**config.mk**
```make
export PLATFORM = sky130hd
export DESIGN_NAME = video_timing_gen
export DESIGN_NICKNAME = d
export VERILOG_FILES = /design/src/rtl/video_timing_pkg.sv /design/src/rtl/video_timing_gen_sync.sv /design/src/rtl/video_timing_gen.sv
export SDC_FILE = /design/constraint.sdc
export NUM_CORES = 1
export LEC_CHECK = 0
export ABC_AREA = 1
export CAP_MARGIN = 20
export CORE_MARGIN = 2
export CORE_UTILIZATION = 30
export DETAILED_ROUTE_END_ITERATION = 10
export PLACE_DENSITY_LB_ADDON = 0.05
export SETUP_SLACK_MARGIN = 0.1
export SKIP_LAST_GASP = 1
export SLEW_MARGIN = 15
export SYNTH_ARGS = -nofsm -noshare
export SYNTH_HDL_FRONTEND = slang
export SYNTH_SLANG_ARGS = --single-unit
```
**constraint.sdc**
```tcl
create_clock -name clk -period 2.2 [get_ports clk]
set_input_delay 0.33 -clock clk [delete_from_list [all_inputs] [get_ports clk]]
set_output_delay 0.33 -clock clk [all_outputs]
set_load 0.01 [all_outputs]
```
**src/rtl/video_timing_pkg.sv**
```systemverilog
// Shared types, board geometry defaults and position arithmetic for the
// raster timing generator.
package video_timing_pkg;

    localparam int CNT_W = 9;

    typedef logic [CNT_W-1:0] cnt_t;

    // Geometry of the volleyball board, the default for the generator.
    localparam int VBALL_H_TOTAL  = 401;
    localparam int VBALL_HB_END   = 1;
    localparam int VBALL_HB_START = 241;
    localparam int VBALL_HS_START = 289;
    localparam int VBALL_HS_END   = 321;
    localparam int VBALL_V_TOTAL  = 260;
    localparam int VBALL_VB_END   = 0;
    localparam int VBALL_VB_START = 240;
    localparam int VBALL_VS_START = 243;
    localparam int VBALL_VS_END   = 253;
    localparam int VBALL_NMI_LINE = 239;

    // Adds a signed shift to a position and folds the result back into 0..total-1.
    function automatic int wrap_add(input int pos, input int adj, input int total);
        int sum;
        sum = pos + adj;
        if (sum < 0) begin
            sum = sum + total;
        end else if (sum >= total) begin
            sum = sum - total;
        end
        return sum;
    endfunction

endpackage

```
**src/rtl/video_timing_gen_sync.sv**
```systemverilog
// One axis of sync generation: a level that falls at the shifted start
// position and rises at the shifted end position. The shift is latched only
// on the latch strobe so a frame never sees two different sync positions.
module video_sync_window
    import video_timing_pkg::*;
#(
    parameter int CW    = 9,
    parameter int TOTAL = 401,
    parameter int START = 289,
    parameter int STOP  = 321,
    parameter int AW    = 4
) (
    input  logic                 clk,
    input  logic                 reset,
    input  logic                 step_i,
    input  logic                 latch_i,
    input  logic [CW-1:0]        cnt_i,
    input  logic signed [AW-1:0] adj_i,
    output logic                 sync_o
);

    logic signed [AW-1:0] adj_q;
    logic                 sync_q;
    logic                 sync_d;
    logic [CW-1:0]        startPos;
    logic [CW-1:0]        stopPos;

    assign startPos = CW'(wrap_add(START, int'(adj_q), TOTAL));
    assign stopPos  = CW'(wrap_add(STOP, int'(adj_q), TOTAL));

    // Next sync level; the release is applied after the assert so equal positions leave sync high.
    always_comb begin
        sync_d = sync_q;
        if (step_i) begin
            if (cnt_i == startPos) begin
                sync_d = 1'b0;
            end
            if (cnt_i == stopPos) begin
                sync_d = 1'b1;
            end
        end
    end

    // Sync level and the per-frame copy of the position shift.
    always_ff @(posedge clk) begin
        if (reset) begin
            adj_q  <= '0;
            sync_q <= 1'b1;
        end else begin
            sync_q <= sync_d;
            if (latch_i) begin
                adj_q <= adj_i;
            end
        end
    end

    assign sync_o = sync_q;

endmodule

```
**src/rtl/video_timing_gen.sv**
```systemverilog
// Parametrised raster timing generator: counters, blanking, sync, NMI/IRQ
// strobes, frame counter and flip-mirrored counters for the video engines.
module video_timing_gen
    import video_timing_pkg::*;
#(
    parameter int CW        = 9,
    parameter int H_TOTAL   = VBALL_H_TOTAL,
    parameter int HB_END    = VBALL_HB_END,
    parameter int HB_START  = VBALL_HB_START,
    parameter int HS_START  = VBALL_HS_START,
    parameter int HS_END    = VBALL_HS_END,
    parameter int V_TOTAL   = VBALL_V_TOTAL,
    parameter int VB_END    = VBALL_VB_END,
    parameter int VB_START  = VBALL_VB_START,
    parameter int VS_START  = VBALL_VS_START,
    parameter int VS_END    = VBALL_VS_END,
    parameter int NMI_LINE  = VBALL_NMI_LINE,
    parameter int IRQ_SHIFT = 3,
    parameter int FLIP_XMAX = 255,
    parameter int FLIP_YMAX = 255
) (
    input  logic          clk,
    input  logic          reset,
    input  logic          ce_pix,
    input  logic          flip,
    input  logic [3:0]    h_adj,
    input  logic [2:0]    v_adj,
    input  logic          irq_ack,
    output logic [CW-1:0] hcount,
    output logic [CW-1:0] vcount,
    output logic [CW-1:0] hcount_f,
    output logic [CW-1:0] vcount_f,
    output logic          hb,
    output logic          vb,
    output logic          hs,
    output logic          vs,
    output logic          nmi,
    output logic          irq,
    output logic [7:0]    frame
);

    localparam logic [CW-1:0] ONE_C      = CW'(1);
    localparam logic [CW-1:0] H_LAST_C   = CW'(H_TOTAL - 1);
    localparam logic [CW-1:0] V_LAST_C   = CW'(V_TOTAL - 1);
    localparam logic [CW-1:0] HB_END_C   = CW'(HB_END);
    localparam logic [CW-1:0] HB_START_C = CW'(HB_START);
    localparam logic [CW-1:0] VB_END_C   = CW'(VB_END);
    localparam logic [CW-1:0] VB_START_C = CW'(VB_START);
    localparam logic [CW-1:0] NMI_C      = CW'(NMI_LINE);
    localparam logic [CW-1:0] IRQ_MASK_C = CW'((1 << IRQ_SHIFT) - 1);
    localparam logic [CW-1:0] FLIP_X_C   = CW'(FLIP_XMAX);
    localparam logic [CW-1:0] FLIP_Y_C   = CW'(FLIP_YMAX);

    if (H_TOTAL > (1 << CW)) begin : gBadHTotal
        $error("video_timing_gen: H_TOTAL does not fit in CW bits");
    end
    if (V_TOTAL > (1 << CW)) begin : gBadVTotal
        $error("video_timing_gen: V_TOTAL does not fit in CW bits");
    end

    logic [CW-1:0] hcount_q, hcount_d;
    logic [CW-1:0] vcount_q, vcount_d;
    logic [CW-1:0] hcount_f_q, hcount_f_d;
    logic [CW-1:0] vcount_f_q, vcount_f_d;
    logic [CW-1:0] hMirrorSrc;
    logic [CW-1:0] vMirrorSrc;
    logic [7:0]    frame_q, frame_d;
    logic          hb_q, hb_d;
    logic          vb_q, vb_d;
    logic          nmi_q, nmi_d;
    logic          irq_q, irq_d;
    logic          lineEnd;
    logic          frameEnd;
    logic          irqLine;

    assign lineEnd  = ce_pix && (hcount_q == H_LAST_C);
    assign frameEnd = lineEnd && (vcount_q == V_LAST_C);
    assign irqLine  = (IRQ_SHIFT != 0) && ((vcount_q & IRQ_MASK_C) == IRQ_MASK_C);

    // Counter advance, blanking edges and interrupt strobes for the current pixel step.
    always_comb begin
        hcount_d = hcount_q;
        vcount_d = vcount_q;
        frame_d  = frame_q;
        hb_d     = hb_q;
        vb_d     = vb_q;
        nmi_d    = nmi_q;
        irq_d    = irq_q;
        if (ce_pix) begin
            hcount_d = lineEnd ? '0 : hcount_q + ONE_C;
            if (hcount_q == HB_START_C) begin
                hb_d = 1'b1;
            end
            if (hcount_q == HB_END_C) begin
                hb_d = 1'b0;
            end
            nmi_d = (vcount_q == NMI_C) && (hcount_q == '0);
            if (lineEnd) begin
                vcount_d = frameEnd ? '0 : vcount_q + ONE_C;
                if (vcount_q == VB_START_C) begin
                    vb_d = 1'b1;
                end
                if (vcount_q == VB_END_C) begin
                    vb_d = 1'b0;
                end
            end
            if (frameEnd) begin
                frame_d = frame_q + 8'd1;
            end
        end
        if (irq_ack) begin
            irq_d = 1'b0;
        end
        if (ce_pix && irqLine && (hcount_q == '0)) begin
            irq_d = 1'b1;
        end
    end

    // Mirrored counters track the counters one clock late; reset mirrors zero.
    always_comb begin
        hMirrorSrc = reset ? '0 : hcount_q;
        vMirrorSrc = reset ? '0 : vcount_q;
        hcount_f_d = flip ? FLIP_X_C - hMirrorSrc : hMirrorSrc;
        vcount_f_d = flip ? FLIP_Y_C - vMirrorSrc : vMirrorSrc;
    end

    // Timing state register.
    always_ff @(posedge clk) begin
        if (reset) begin
            hcount_q <= '0;
            vcount_q <= '0;
            frame_q  <= '0;
            hb_q     <= 1'b1;
            vb_q     <= 1'b1;
            nmi_q    <= 1'b0;
            irq_q    <= 1'b0;
        end else begin
            hcount_q <= hcount_d;
            vcount_q <= vcount_d;
            frame_q  <= frame_d;
            hb_q     <= hb_d;
            vb_q     <= vb_d;
            nmi_q    <= nmi_d;
            irq_q    <= irq_d;
        end
    end

    // Flip-adjusted counters update every clock, independent of the pixel enable.
    always_ff @(posedge clk) begin
        hcount_f_q <= hcount_f_d;
        vcount_f_q <= vcount_f_d;
    end

    video_sync_window #(
        .CW    (CW),
        .TOTAL (H_TOTAL),
        .START (HS_START),
        .STOP  (HS_END),
        .AW    (4)
    ) uHSync (
        .clk     (clk),
        .reset   (reset),
        .step_i  (ce_pix),
        .latch_i (frameEnd),
        .cnt_i   (hcount_q),
        .adj_i   ($signed(h_adj)),
        .sync_o  (hs)
    );

    video_sync_window #(
        .CW    (CW),
        .TOTAL (V_TOTAL),
        .START (VS_START),
        .STOP  (VS_END),
        .AW    (3)
    ) uVSync (
        .clk     (clk),
        .reset   (reset),
        .step_i  (lineEnd),
        .latch_i (frameEnd),
        .cnt_i   (vcount_q),
        .adj_i   ($signed(v_adj)),
        .sync_o  (vs)
    );

    assign hcount   = hcount_q;
    assign vcount   = vcount_q;
    assign hcount_f = hcount_f_q;
    assign vcount_f = vcount_f_q;
    assign frame    = frame_q;
    assign hb       = hb_q;
    assign vb       = vb_q;
    assign nmi      = nmi_q;
    assign irq      = irq_q;

endmodule

```
==> flow_metrics.env <==
export IMPL_yosysUniqueCellTypes=39
export IMPL_ant_nets=0
export IMPL_path_clk_slew_ns=0.08
export IMPL_synth_top_cell_by_area="dfxtp_1"
export IMPL_layout_setup_ws_ns=0.285
export IMPL_tritoncts="built"
export IMPL_cp_end_kind="output port"
export IMPL_drtIter0Drc=111
export IMPL_drc=0
export IMPL_max_freq_mhz=522
export IMPL_ys_seq_area_frac=0.355
export IMPL_hold_path_class="reg2reg"
export IMPL_synthesis_area_um2=3220
export IMPL_relSlewSlack=0.699
export IMPL_mostFrequentLayoutCells="111 x nand2_1, 61 x clkdlybuf4s50_1, 55 x dfxtp_1, 53 x nor2_1, 39 x inv_1"
export IMPL_post_place_ws_ns=0.270
export IMPL_drv_cap=0
export IMPL_cp_top_family="buffers and inverters"
export IMPL_port_buffers=61
export IMPL_worstHoldPathCells=2
export IMPL_fin_nets=535
export IMPL_cp_arrival_ns=1.58
export IMPL_grt_usage=0.158
export IMPL_cp_slowest_cell="clkdlybuf4s50_1"
export IMPL_die_h_um=108
export IMPL_drv_slew=0
export IMPL_htreeDepth=3
export IMPL_overflow=0
export IMPL_final_layout_size_suffix_gt1_frac=0.115
export IMPL_hold_viol=0
export IMPL_start_util=0.310
export IMPL_die_w_um=108
export IMPL_synth_avg_cell_area_um2=7.28
export IMPL_dr_total_vias=2936
export IMPL_rsz0062_at_grt="false"
export IMPL_rr_startpoint="uVSync.adj_q[0]"
export IMPL_crit_type="reg2out"
export IMPL_first_global_vias=2813
export IMPL_diodes=0
export IMPL_period_share=0.870
export IMPL_synth_fp_nets=469
export IMPL_regToRegEndpoint="uVSync.sync_o"
export IMPL_power_density_nw_per_um2=586
export IMPL_layout_commonest_cell="nand2_1"
export IMPL_cts_buffers=9
export IMPL_tightest_slew_ns=0.451
export IMPL_place_gp_congestion=0.825
export IMPL_pin_count=62
export IMPL_wl_per_cell_um=13.3
export IMPL_clock_latency_ns=0.34
export IMPL_p_leak_nw=1.67
export IMPL_worstHoldStart="uHSync.sync_o"
export IMPL_synthToLayoutAreaGrowth_pct=30.9
export IMPL_yosys_warnings=0
export IMPL_slowest_delay_ns=0.66
export IMPL_dp_hpwl_mm=6.45
export IMPL_path_cells="clkdlybuf4s50_1"
export IMPL_worstRegToRegCells=12
export IMPL_grt_pass1_wl_mm=14.2
export IMPL_cts_buffer_depth=2
export IMPL_coreArea_um2=10400
export IMPL_vias_per_cell=4.52
export IMPL_fin_setup_tns_ns=0
export IMPL_final_min_clock_period_ns=1.91
export IMPL_synthTopCellsByArea="dfxtp_1 35%, nand2_1 13%, xor2_1 6.8%"
export IMPL_ir_drop_uv=347
export IMPL_setup_violations=0
export IMPL_crit_required_ns=1.87
export IMPL_clock_sinks=57
export IMPL_reg2reg_slack_ns=0.33
export IMPL_fillers=1130
export IMPL_die_area_um2=11600
export IMPL_yosys_area_top_type_share=0.355
export IMPL_critical_path_startpoint="vcount[2]"
export IMPL_first_pass_iters=4
export IMPL_fp_row_count=37
export IMPL_holdPathEnd="uHSync.sync_o"
export IMPL_crit_buf_inv=1
export IMPL_grt_start_max_net_pins=19
export IMPL_routed_wl_mm=8.61
export IMPL_outcome="complete, no violations"
export IMPL_root_buffer="clkbuf_8"
export IMPL_skew_ns=0.0140
export IMPL_worstPathMaxFanout=10
export IMPL_holdBufCountCts=0
export IMPL_ys_ff_latch=57
export IMPL_setup_worst_path_start_class="flip-flop"
export IMPL_syn_inst=442
export IMPL_antenna_found_initial=0
## metrics by stage
step	hold slack, ns	utilization	cells	instance area, um^2	power, W
after floorplan	0.465	-	442	3220	0.00117
after global placement	0.449	0.382	633	3970	0.00127
after detailed placement	0.453	0.382	633	3970	0.00127
after CTS	0.474	0.406	649	4210	0.00251
after global routing	0.489	0.406	649	4210	0.00257
final	0.472	0.406	649	4210	0.00247
## area by class of cell
| type | count | area [um^2] | share of cell area |
|---|---|---|---|
| inverters | 52 | 196 | 0.0467 |
| flip-flops and latches | 57 | 1140 | 0.272 |
| repair buffers | 68 | 663 | 0.158 |
| well taps | 136 | 170 | 0.0404 |
| clock buffers | 10 | 138 | 0.0327 |
| multi-input cells | 320 | 1790 | 0.426 |
| clock inverters | 6 | 105 | 0.0250 |
## flip-flops by register name, summed over array words and instances (netlist names)
name	count
frame	8
vcount	9
uVSync.sync_o	1
hcount	9
hb	1
hcount_f	9
nmi	1
uHSync.adj_q	4
vcount_f	9
vb	1
irq	1
uVSync.adj_q	3
uHSync.sync_o	1
## cell usage after synthesis, drive strengths merged
cell / count
a211oi: 5
a21boi: 1
a21oi: 17
buf: 10
clkbuf: 3
clkinv: 3
dfxtp: 57
ha: 15
inv: 49
nand2: 114
nand3: 35
nand4: 11
nor2: 60
nor2b: 1
nor3: 8
nor3b: 4
nor4: 2
o211a: 1
o211ai: 1
o21ai: 13
o22ai: 3
or2: 1
xnor2: 3
xor2: 25
## cells by family (layout without fill, tap and decap cells)
family | after synthesis | in the layout | share of synthesized area
buf+inv | 65 | 136 | 0.0875
fa+ha+maj | 15 | 15 | 0.0583
compound gates | 41 | 41 | 0.0797
flops | 57 | 57 | 0.355
simple gates | 236 | 236 | 0.343
xor+xnor | 28 | 28 | 0.0762
## tightest hold or removal path, cell delays in order, from the launching register on
cell,delay [ns]
dfxtp_1,0.33
nand2_1,0.05
nand3_1,0.06
## timing repair
| action | 4_1_cts | 5_1_grt |
|---|---|---|
| setup endpoints to repair | 0 | 1 |
| hold endpoints to repair | 0 | 0 |
| gates resized for setup | 0 | 2 |
| buffers inserted | 0 | 0 |
## metal layers
metal,up-vias,routed length [um],track usage
met3,9,400,0.0381
met5,-,0,0
met4,0,94,0.0595
li1,1544,-,-
met1,1321,4440,0.221
met2,62,3670,0.233
## where the power goes
group	internal [W]	total [W]	switching (W)
Combinational	0.0000891	0.000181	0.0000916
Clock	0.000778	0.00122	0.000445
Sequential	0.00106	0.00106	0.00000760
## worst max path at each step
stage,depth (start not counted),to,slack (ns)
2_1_floorplan,12,uVSync.sync_o,0.45
3_3_place_gp,11,frame[2],0.32
3_5_place_dp,7,hcount[7],0.27
4_1_cts,1,vcount[2],0.26
5_1_grt,12,uVSync.sync_o,0.11
6_report,1,vcount[2],0.29
(Power assumes the default switching activity.)
